File: src/rtl/pipe_pkg.sv
// Shared definitions for the CPU inter-stage pipeline registers: control-word
// layout, the bubble encoding and a helper for spotting side-effecting controls.
package pipe_pkg;

  localparam int CTRL_W = 12;

  localparam int MEMWR      = 0;
  localparam int BRANCH     = 1;
  localparam int JUMP       = 2;
  localparam int MEMTOREG   = 3;
  localparam int REGWR      = 4;
  localparam int ALUASRC    = 5;
  localparam int ALUBSRC_LO = 6;
  localparam int ALUBSRC_HI = 7;
  localparam int ALUCTR_LO  = 8;
  localparam int ALUCTR_HI  = 11;

  localparam logic [CTRL_W-1:0] CTRL_NOP = '0;

  typedef struct packed {
    logic [3:0] alu_ctr;
    logic [1:0] alu_b_src;
    logic       alu_a_src;
    logic       reg_wr;
    logic       mem_to_reg;
    logic       jump;
    logic       branch;
    logic       mem_wr;
  } ctrl_t;

  // True when a control word would change architectural state or redirect fetch.
  function automatic logic has_side_effect(input logic [CTRL_W-1:0] ctrl);
    return ctrl[REGWR] | ctrl[MEMWR] | ctrl[BRANCH] | ctrl[JUMP];
  endfunction

endpackage

File: src/rtl/pipe_slot.sv
// One pipeline entry: a valid bit plus its payload. Reset clears everything,
// flush kills the entry and zeroes its control word, load captures a new entry.
module pipe_slot #(
  parameter int DATA_W = 32,
  parameter int RD_W   = 6,
  parameter int CTRL_W = 12
) (
  input  logic              CLK,
  input  logic              Resetn,
  input  logic              flush,
  input  logic              load,
  input  logic              clear,
  input  logic [DATA_W-1:0] nxt_pc,
  input  logic [DATA_W-1:0] nxt_busA,
  input  logic [DATA_W-1:0] nxt_busB,
  input  logic [DATA_W-1:0] nxt_imm,
  input  logic [RD_W-1:0]   nxt_rd,
  input  logic [CTRL_W-1:0] nxt_ctrl,
  output logic              valid,
  output logic [DATA_W-1:0] pc,
  output logic [DATA_W-1:0] busA,
  output logic [DATA_W-1:0] busB,
  output logic [DATA_W-1:0] imm,
  output logic [RD_W-1:0]   rd,
  output logic [CTRL_W-1:0] ctrl
);

  // The whole CPU pipeline updates on the falling edge.
  always_ff @(negedge CLK) begin
    if (!Resetn) begin
      valid <= 1'b0;
      pc    <= '0;
      busA  <= '0;
      busB  <= '0;
      imm   <= '0;
      rd    <= '0;
      ctrl  <= '0;
    end else if (flush) begin
      valid <= 1'b0;
      ctrl  <= '0;
    end else if (load) begin
      valid <= 1'b1;
      pc    <= nxt_pc;
      busA  <= nxt_busA;
      busB  <= nxt_busB;
      imm   <= nxt_imm;
      rd    <= nxt_rd;
      ctrl  <= nxt_ctrl;
    end else if (clear) begin
      valid <= 1'b0;
    end
  end

endmodule

File: src/rtl/pipe_stage_reg.sv
// Inter-stage pipeline register with valid/ready handshake, flush and an
// optional skid entry that makes in_ready a pure flop output.
module pipe_stage_reg #(
  parameter int DATA_W = 32,
  parameter int RD_W   = 6,
  parameter int CTRL_W = pipe_pkg::CTRL_W,
  parameter int SKID   = 1
) (
  input  logic              CLK,
  input  logic              Resetn,
  input  logic              flush,
  input  logic              in_valid,
  output logic              in_ready,
  input  logic [DATA_W-1:0] in_pc,
  input  logic [DATA_W-1:0] in_busA,
  input  logic [DATA_W-1:0] in_busB,
  input  logic [DATA_W-1:0] in_imm,
  input  logic [RD_W-1:0]   in_rd,
  input  logic [CTRL_W-1:0] in_ctrl,
  output logic              out_valid,
  input  logic              out_ready,
  output logic [DATA_W-1:0] out_pc,
  output logic [DATA_W-1:0] out_busA,
  output logic [DATA_W-1:0] out_busB,
  output logic [DATA_W-1:0] out_imm,
  output logic [RD_W-1:0]   out_rd,
  output logic [CTRL_W-1:0] out_ctrl,
  output logic [1:0]        occupancy
);
  import pipe_pkg::*;

  logic              m_valid, s_valid;
  logic [DATA_W-1:0] m_pc, m_busA, m_busB, m_imm;
  logic [RD_W-1:0]   m_rd;
  logic [CTRL_W-1:0] m_ctrl;
  logic [DATA_W-1:0] s_pc, s_busA, s_busB, s_imm;
  logic [RD_W-1:0]   s_rd;
  logic [CTRL_W-1:0] s_ctrl;

  logic              accept, fire, m_load, m_clear;
  logic [DATA_W-1:0] src_pc, src_busA, src_busB, src_imm;
  logic [RD_W-1:0]   src_rd;
  logic [CTRL_W-1:0] src_ctrl;

  assign accept = in_valid & in_ready;
  assign fire   = out_valid & out_ready;

  // A waiting skid entry is always older than the input, so it refills the head first.
  assign src_pc   = s_valid ? s_pc   : in_pc;
  assign src_busA = s_valid ? s_busA : in_busA;
  assign src_busB = s_valid ? s_busB : in_busB;
  assign src_imm  = s_valid ? s_imm  : in_imm;
  assign src_rd   = s_valid ? s_rd   : in_rd;
  assign src_ctrl = s_valid ? s_ctrl : in_ctrl;

  pipe_slot #(.DATA_W(DATA_W), .RD_W(RD_W), .CTRL_W(CTRL_W)) u_main (
    .CLK      (CLK),
    .Resetn   (Resetn),
    .flush    (flush),
    .load     (m_load),
    .clear    (m_clear),
    .nxt_pc   (src_pc),
    .nxt_busA (src_busA),
    .nxt_busB (src_busB),
    .nxt_imm  (src_imm),
    .nxt_rd   (src_rd),
    .nxt_ctrl (src_ctrl),
    .valid    (m_valid),
    .pc       (m_pc),
    .busA     (m_busA),
    .busB     (m_busB),
    .imm      (m_imm),
    .rd       (m_rd),
    .ctrl     (m_ctrl)
  );

  generate
    if (SKID != 0) begin : g_skid
      logic s_load, s_clear;

      // in_ready comes straight from the skid valid flop: no path from out_ready.
      assign in_ready = ~s_valid;

      always_comb begin
        m_load  = 1'b0;
        m_clear = 1'b0;
        s_load  = 1'b0;
        s_clear = 1'b0;
        if (!m_valid || fire) begin
          m_load  = s_valid | accept;
          m_clear = ~(s_valid | accept);
          s_load  = s_valid & accept;
          s_clear = ~(s_valid & accept);
        end else begin
          s_load  = accept;
        end
      end

      pipe_slot #(.DATA_W(DATA_W), .RD_W(RD_W), .CTRL_W(CTRL_W)) u_skid (
        .CLK      (CLK),
        .Resetn   (Resetn),
        .flush    (flush),
        .load     (s_load),
        .clear    (s_clear),
        .nxt_pc   (in_pc),
        .nxt_busA (in_busA),
        .nxt_busB (in_busB),
        .nxt_imm  (in_imm),
        .nxt_rd   (in_rd),
        .nxt_ctrl (in_ctrl),
        .valid    (s_valid),
        .pc       (s_pc),
        .busA     (s_busA),
        .busB     (s_busB),
        .imm      (s_imm),
        .rd       (s_rd),
        .ctrl     (s_ctrl)
      );
    end else begin : g_single
      assign in_ready = ~m_valid | out_ready;
      assign m_load   = accept;
      assign m_clear  = fire & ~accept;
      assign s_valid  = 1'b0;
      assign s_pc     = '0;
      assign s_busA   = '0;
      assign s_busB   = '0;
      assign s_imm    = '0;
      assign s_rd     = '0;
      assign s_ctrl   = '0;
    end
  endgenerate

  assign out_valid = m_valid;
  assign out_pc    = m_pc;
  assign out_busA  = m_busA;
  assign out_busB  = m_busB;
  assign out_imm   = m_imm;
  assign out_rd    = m_rd;
  // A bubble must never carry RegWr/MemWr/Branch/Jump downstream.
  assign out_ctrl  = m_valid ? m_ctrl : CTRL_W'(CTRL_NOP);
  assign occupancy = {1'b0, m_valid} + {1'b0, s_valid};

endmodule

File: config.mk
export PLATFORM = sky130hd
export DESIGN_NAME = pipe_stage_reg
export DESIGN_NICKNAME = d
export VERILOG_FILES = /design/src/rtl/pipe_pkg.sv /design/src/rtl/pipe_slot.sv /design/src/rtl/pipe_stage_reg.sv
export SDC_FILE = /design/constraint.sdc
export NUM_CORES = 1
export LEC_CHECK = 0
export ABC_AREA = 1
export CAP_MARGIN = 15
export CORE_AREA = 4 4 174 176
export DETAILED_ROUTE_END_ITERATION = 10
export DIE_AREA = 0 0 178 180
export PLACE_DENSITY = 0.75
export RECOVER_POWER = 50
export SYNTH_ARGS = -nofsm -noshare
export SYNTH_HDL_FRONTEND = slang
export SYNTH_HIERARCHICAL = 1
export SYNTH_SLANG_ARGS = --single-unit
File: constraint.sdc
create_clock -name CLK -period 3.3 [get_ports CLK]
set_input_delay 0.495 -clock CLK [delete_from_list [all_inputs] [get_ports CLK]]
set_output_delay 0.495 -clock CLK [all_outputs]
set_load 0.01 [all_outputs]
Word level (Yosys, flattened, before mapping)
Index checks and enable logic that the tools add are counted.

Add/subtract/negate cells: 1. Multiply operators: 0. Multiplexer cells: 15. Shift-type cells: 0. Equal/unequal tests: 0. Reductions and logical operators: 7. Div/mod/pow operators: 0. $lt $le $gt $ge: 0. Bitwise logic cells: 9.

Operators with widths (count): $mux W32 (4); $mux W12 (2); $mux W1 (8); $mux W6 (1); $not A1 Y1 (5); $reduce_and A2 Y1 (2); $reduce_bool A2 Y1 (2); $and A1 B1 Y1 (3); $add A1 B1 Y2 (1); $reduce_or A2 Y1 (1); $logic_not A1 Y1 (1); $logic_or A1 B1 Y1 (1); $or A1 B1 Y1 (1).

Memory bits (writable): 0. Logic and storage cells: 46. Latch bits: 0. Memories kept: 0. Bits of input ports: 151. ROM bits: 0. Flip-flop bits (word level): 294.

Longest topological paths before layout
Gate-level depths: netlist of the first run.

Word-level depth: 7. Depth in mapped cells: 10.

Cells and area by module
Netlist of the first run, hierarchy kept.

Modules (own cells, without submodules): pipe_slot (area an instance 6092.1 µm², cells each 922, sequential area each 2942.8 µm², instances 2); pipe_stage_reg (area an instance 1951.9 µm², cells each 508, sequential area each 0.0 µm², instances 1).

==> flow_summary_export.csv, run 1 <==
group,metric,value,unit
run_status,outcome,"complete, but fails checks",
run_status,violations,"negative setup slack",
timing,relSlewSlack,32.8,%
route,drtIter0Drc,1436,
final_layout,drive_gt1_share,8.74,%
power,switching_share,30.5,%
logic_synthesis,synth-adder-area-share,0.0885,%
route,routed_wirelength,45.7,mm
place,dp.cells,2933,
logic_synthesis,synth_xor_area_share,0,%
clock_network,path_clk_slew,0.03,ns
route,drtPass1Iterations,5,
logic_synthesis,synth_largest_area_cell,"dfxtp_1",
route,ant_nets,0,
timing,fin_setup_tns,-11.43,ns
logic_synthesis,synth_top_area_share,41.6,%
final_layout,fin_cells,3306,
critical_path,arrival,2.95,ns
logic_synthesis,avgSynthCellArea,6.01,sq um
power,p_leak,11.1,nW
timing,finalSetupViolations,214,
logic_synthesis,synth-edff-count,0,
logic_synthesis,post_synth_instance_area,14100,sq um
clock_network,ctsHtreeMaxLevel,2,
final_layout,syn2layout_area_growth,38.8,%
logic_synthesis,synth_area_leaders,"dfxtp_1, nand2_1, nor2_1",
timing,slew_violations,0,
logic_synthesis,synth-seq-cells,294,
place,place.detailed.hpwl,26.8,mm
power,p_comb_share,11.3,%
power,vdd_drop_max,0.000467,V
global_route,grt_pass1_vias,15900,
logic_synthesis,synthMuxAreaShare,0,%
logic_synthesis,yosysWarnings,6,
power,internal_power,7.30,mW
die,placement_rows,62,
route,routedWlPerCell,13.8,um
timing,hold_violations,0,
global_route,overflow,0,
clock_network,cts_tree,"done",
route,drc,0,
timing,hold_ws,0.456,ns
power,p_seq_share,36.3,%
place,place_area,17600,sq um
timing,worst_slack,-0.145,ns
timing,rsz0062_at_grt,"yes",
final_layout,postLayoutCellArea,19600,sq um
critical_path,setup.worst_path.class,"flop to primary output",
logic_synthesis,async_flop_share,0,%
logic_synthesis,ys_types,13,
logic_synthesis,synth_nets,2504,
clock_network,cts_sinks,294,
power,total_power,10.5,mW
critical_path,crit_fanout,10,
critical_path,cp.required,2.80,ns
global_route,grt_pass1_wl,71.5,mm
place,pre_cts_slack,-0.481,ns
timing,clock_skew,0.0222,ns
clock_network,clk_path_buf_depth,3,
route,num_vias,16100,
logic_synthesis,synth_cells,2352,
clock_network,root_buffer,"clkbuf_16",
logic_synthesis,synth_compound_area_share,0.921,%
critical_path,worstSetupEndpointType,"primary output",
power,switchingPower,3.20,mW
logic_synthesis,synth_flop_cell,"dfxtp_1",
logic_synthesis,ys_seq_area_share,41.6,%
clock_network,insertion_delay,0.58,ns
power,powerDensity,535,nW/um^2
die,dieArea,32000,sq um
clock_network,cts_buffers,36,
die,core_area,28600,sq um
logic_synthesis,synth_top_family_by_area,"simple AND/OR/NAND/NOR gates",
global_route,grt_use_total,26.5,%
final_layout,num-nets-final,3045,
global_route,antenna_found_initial,7,
final_layout,utilization,68.6,%
min_path,hp-class,"flop to flop",
timing,worstMarginPinSlew,1.01,ns
global_route,grt_max_degree,112,
place,gp_congestion,0.821,
die,io_pins,301,
route,viasPerCell,4.86,
job,maxCapViolations,0,
die,start_util,49.4,%
die,die_w,178,um
power,clkPwrFrac,52.4,%
logic_synthesis,synthSimpleGateAreaFrac,44.5,%
critical_path,startpoint_type,"flop",
die,dieHeight,180,um
place,io_buffers,300,
[power by group through the flow]
stage | Clock (mW) | Combinational [mW] | Sequential, mW
after global routing | 6.09 | 1.32 | 3.81
after CTS | 5.67 | 1.21 | 3.81
final | 5.50 | 1.19 | 3.81
after floorplan | 0.542 | 0.571 | 3.89
after detailed placement | 0.542 | 1.25 | 3.85
after global placement | 0.542 | 1.24 | 3.85
[placed cells by master, fill, tap and decap left out, types with 2 or more instances in the layout]
cell,count
buf_12,25
dfxtp_1,274
buf_2,57
bufinv_16,7
nor2_1,540
clkbuf_1,41
nand2_1,770
nand3_1,268
clkinvlp_2,8
buf_6,11
inv_1,586
clkbuf_2,25
clkbuf_16,42
buf_4,28
nand2_2,3
clkdlybuf4s50_1,147
dfxtp_2,17
inv_2,3
diode_2,5
clkdlybuf4s15_2,14
inv_4,4
buf_16,2
a21oi_1,26
nor2_4,3
clkdlybuf4s15_1,8
dfxtp_4,3
[metal layers]
metal | wire, um | up-vias | global-route usage [%]
li1 | - | 8059 | -
met1 | 17700 | 7255 | 28.1
met2 | 22600 | 635 | 45.3
met3 | 3860 | 107 | 9.22
met4 | 1480 | 4 | 15.3
met5 | 27 | - | 0
[cells in the mapped netlist (2+ instances only)]
cell type    n
inv_2        5
clkbuf_1    30
a21oi_1     26
nand2_1    773
buf_4        4
nor2_4       2
inv_1      287
buf_2       95
nand3_1    268
buf_1       26
dfxtp_1    294
nor2_1     541
[cell families (layout without fill, tap and decap cells)]
family                   Yosys count  count (layout)
flip-flops                       294             294
other                              0               5
buffers and inverters            447            1012
adder cells (fa/ha/maj)            1               1
AND/OR/NAND/NOR                 1584            1584
AO/OA/AOI/OAI                     26              26
[critical path: stages, from the launching register on]
cell and delay, ns:
dfxtp_4 0.36, buf_12 0.13, buf_4 0.13, buf_6 0.11
[final cells by class]
class / instances / area, sq um
inverters: 290 / 1100
fillers: 2482 / 9000
diodes: 5 / 12.5
clock buffers: 37 / 926
well taps: 384 / 480
flip-flops and latches: 294 / 5920
multi-input cells: 1611 / 6470
clock inverters: 319 / 1400
repair buffers: 366 / 3320
[registers in the layout, summed over array words and instances, names as in the netlist]
register             cells
g_skid.u_skid/busA      32
g_skid.u_skid/busB      32
g_skid.u_skid/imm       32
g_skid.u_skid/pc        32
u_main/busA             32
u_main/busB             32
u_main/imm              32
u_main/pc               32
g_skid.u_skid/ctrl      12
u_main/ctrl             12
g_skid.u_skid/rd         6
u_main/rd                6
g_skid.u_skid/valid      1
u_main/valid             1
[what timing repair did]
action,in CTS,in global routing
endpoints found under the hold margin,0,0
gates cloned,0,5
hold buffers,0,0
endpoints found under the setup margin,150,187
pin swaps,1,4
setup buffers,0,8
gates resized for setup,446,109
[path summary, 6_finish.rpt]
kind                                      startpoint                                  to  slack (ns)  cells after the start
hold reg to reg   g_skid.u_skid/ctrl[1]$_SDFFE_NP0P_  g_skid.u_skid/ctrl[1]$_SDFFE_NP0P_        0.46                      2
setup reg to reg    g_skid.u_skid/valid$_SDFFE_NP0P_        u_main/busB[12]$_SDFFE_NN0P_        0.68                      9
hold / removal    g_skid.u_skid/ctrl[1]$_SDFFE_NP0P_  g_skid.u_skid/ctrl[1]$_SDFFE_NP0P_        0.46                      2
setup / recovery           u_main/valid$_SDFFE_NP0P_                           out_valid       -0.14                      3
Power figures use the tool's default switching activity.
==> run 2: changes to the inputs <==
CTS_CLUSTER_SIZE = 10   (was not set)
==> run 2 against run 1 <==
The flow still finishes with violations (negative setup slack). Die area did not move. Utilization fell by 0.66 points. Combinational power barely moved. Setup slack got worse by 0.0067 ns. Final area fell by 0.97%. Largest power group unchanged. Sequential power barely moved. Cell count fell by 0.39%. Worst hold slack improved by 0.00084 ns. Total power fell by 5.9%. Flip-flop and latch count did not move. Wire length rose by 0.19%.
==> flow_summary_export.csv, run 2 (synthesized netlist as in run 1, its figures left out) <==
group,metric,value,unit
route,ant_nets,0,
critical_path,cp.required,2.80,ns
timing,worstMarginPinSlew,1.01,ns
global_route,grt_max_degree,112,
die,dieHeight,180,um
power,switching_share,31.9,%
die,die_w,178,um
clock_network,path_clk_slew,0.04,ns
power,vdd_drop_max,0.000445,V
place,place.detailed.hpwl,26.8,mm
route,routed_wirelength,45.7,mm
route,num_vias,16000,
final_layout,num-nets-final,3044,
die,dieArea,32000,sq um
global_route,antenna_found_initial,5,
timing,worst_slack,-0.151,ns
timing,rsz0062_at_grt,"yes",
final_layout,postLayoutCellArea,19400,sq um
min_path,hp-class,"flop to flop",
die,start_util,49.4,%
global_route,grt_pass1_wl,70.8,mm
power,powerDensity,508,nW/um^2
place,pre_cts_slack,-0.481,ns
global_route,grt_pass1_vias,15500,
power,p_comb_share,12.1,%
run_status,outcome,"complete, but fails checks",
clock_network,cts_tree,"done",
timing,finalSetupViolations,216,
critical_path,worstSetupEndpointType,"primary output",
power,switchingPower,3.15,mW
clock_network,cts_buffers,36,
die,io_pins,301,
critical_path,path_delay_family,"flip-flops",
global_route,gr-max-usage-layer,"met2",
clock_network,clk_path_buf_depth,3,
final_layout,drive_gt1_share,10.0,%
power,internal_power,6.73,mW
route,drtIter0Drc,1330,
clock_network,cts_hold_buf,0,
critical_path,crit_fanout,5,
global_route,use_met1,28.1,%
power,p_leak,11.1,nW
global_route,grt_use_total,26.3,%
die,core_area,28600,sq um
timing,clock_skew,0.0313,ns
route,drtPass1Iterations,5,
place,place_area,17600,sq um
critical_path,crit_slowest_cell,"dfxtp_4",
final_layout,fill_cells,2540,
power,p_seq_share,38.6,%
timing,slew_violations,0,
critical_path,startpoint_type,"flop",
timing,relSlewSlack,32.8,%
final_layout,final_cell_mix,"nand2_1, inv_1, nor2_1",
global_route,met3_usage,9.77,%
final_layout,syn2layout_area_growth,37.5,%
route,viasPerCell,4.85,
job,maxCapViolations,0,
run_status,violations,"negative setup slack",
final_layout,final_common_cell,"nand2_1",
power,clkPwrFrac,49.3,%
route,routedWlPerCell,13.9,um
critical_path,arrival,2.96,ns
route,drc,0,
global_route,overflow,0,
critical_path,cp_slowest_stage_delay,0.39,ns
place,gp_congestion,0.821,
clock_network,root_buffer,"clkbuf_16",
clock_network,cts_sinks,294,
critical_path,setup.worst_path.class,"flop to primary output",
critical_path,worst-path-buf-inv,3,
die,placement_rows,62,
critical_path,cp_cell_sequence,"clkbuf_16 -> nand2_2 -> inv_1 -> buf_2",
clock_network,ctsHtreeMaxLevel,2,
global_route,groute.layer.met2.usage,44.5,%
clock_network,insertion_delay,0.59,ns
place,io_buffers,300,
timing,hold_violations,0,
## run 2: cell type report
class | instances | area (sq um) | area share [%]
Antenna cell | 4 | 10.0 | 0.0515
Clock buffer | 37 | 926 | 4.76
Clock inverter | 308 | 1170 | 6.03
Inverter | 290 | 1100 | 5.64
Multi-Input combinational cell | 1611 | 6490 | 33.4
Sequential cell | 294 | 5910 | 30.4
Tap cell | 384 | 480 | 2.47
Timing Repair Buffer | 365 | 3340 | 17.2
## run 2: final timing paths
kind                                                          from                            endpoint  cells after the start  slack [ns]
worst max-delay path                     u_main/valid$_SDFFE_NP0P_                         out_ctrl[5]                      4       -0.15
worst min-delay path            g_skid.u_skid/ctrl[8]$_SDFFE_NP0P_  g_skid.u_skid/ctrl[8]$_SDFFE_NP0P_                      2        0.46
worst max register to register    g_skid.u_skid/valid$_SDFFE_NP0P_         u_main/busB[2]$_SDFFE_NN0P_                      9        0.70
worst min register to register  g_skid.u_skid/ctrl[8]$_SDFFE_NP0P_  g_skid.u_skid/ctrl[8]$_SDFFE_NP0P_                      2        0.46
## run 2: stage by stage
stage	power, mW	utilization, %	hold WS [ns]	setup TNS (ns)	std cells
3_3_place_gp	5.63	61.6	0.446	-112.48	2933
2_1_floorplan	5.00	-	0.440	0	2352
4_1_cts	10.1	68.3	0.454	-1.79	3277
6_report	9.88	67.9	0.457	-12.48	3293
3_5_place_dp	5.65	61.6	0.451	-123.37	2933
5_1_grt	10.6	67.9	0.474	-34.53	3293
## run 2: timing repair
action,CTS,global route
cloned,0,6
setup endpoints to repair,150,174
setup buffers,1,5
pin swaps,1,4
endpoints found under the hold margin,0,0
gates resized for setup,482,112
## run 2: power by group through the flow
| stage | sequential, mW | clock, mW | combinational (mW) |
|---|---|---|---|
| final | 3.81 | 4.87 | 1.20 |
| after global routing | 3.82 | 5.47 | 1.32 |
| after CTS | 3.81 | 5.06 | 1.20 |
| after detailed placement | 3.85 | 0.542 | 1.25 |
| after global placement | 3.85 | 0.542 | 1.24 |
| after floorplan | 3.89 | 0.542 | 0.571 |
## run 2: worst register-to-register path, delay by kind of cell (launching register included)
| family | cells | cell delay [ns] |
|---|---|---|
| flops | 1 | 0.35 |
| simple gates | 5 | 0.53 |
| buf+inv | 4 | 1.66 |
## run 2: per-layer routing
layer  vias up  routed length (um)
li1       8050                   -
met1      7229               17900
met2       614               22700
met3        92                3930
met4         2                1260
met5         -                  13
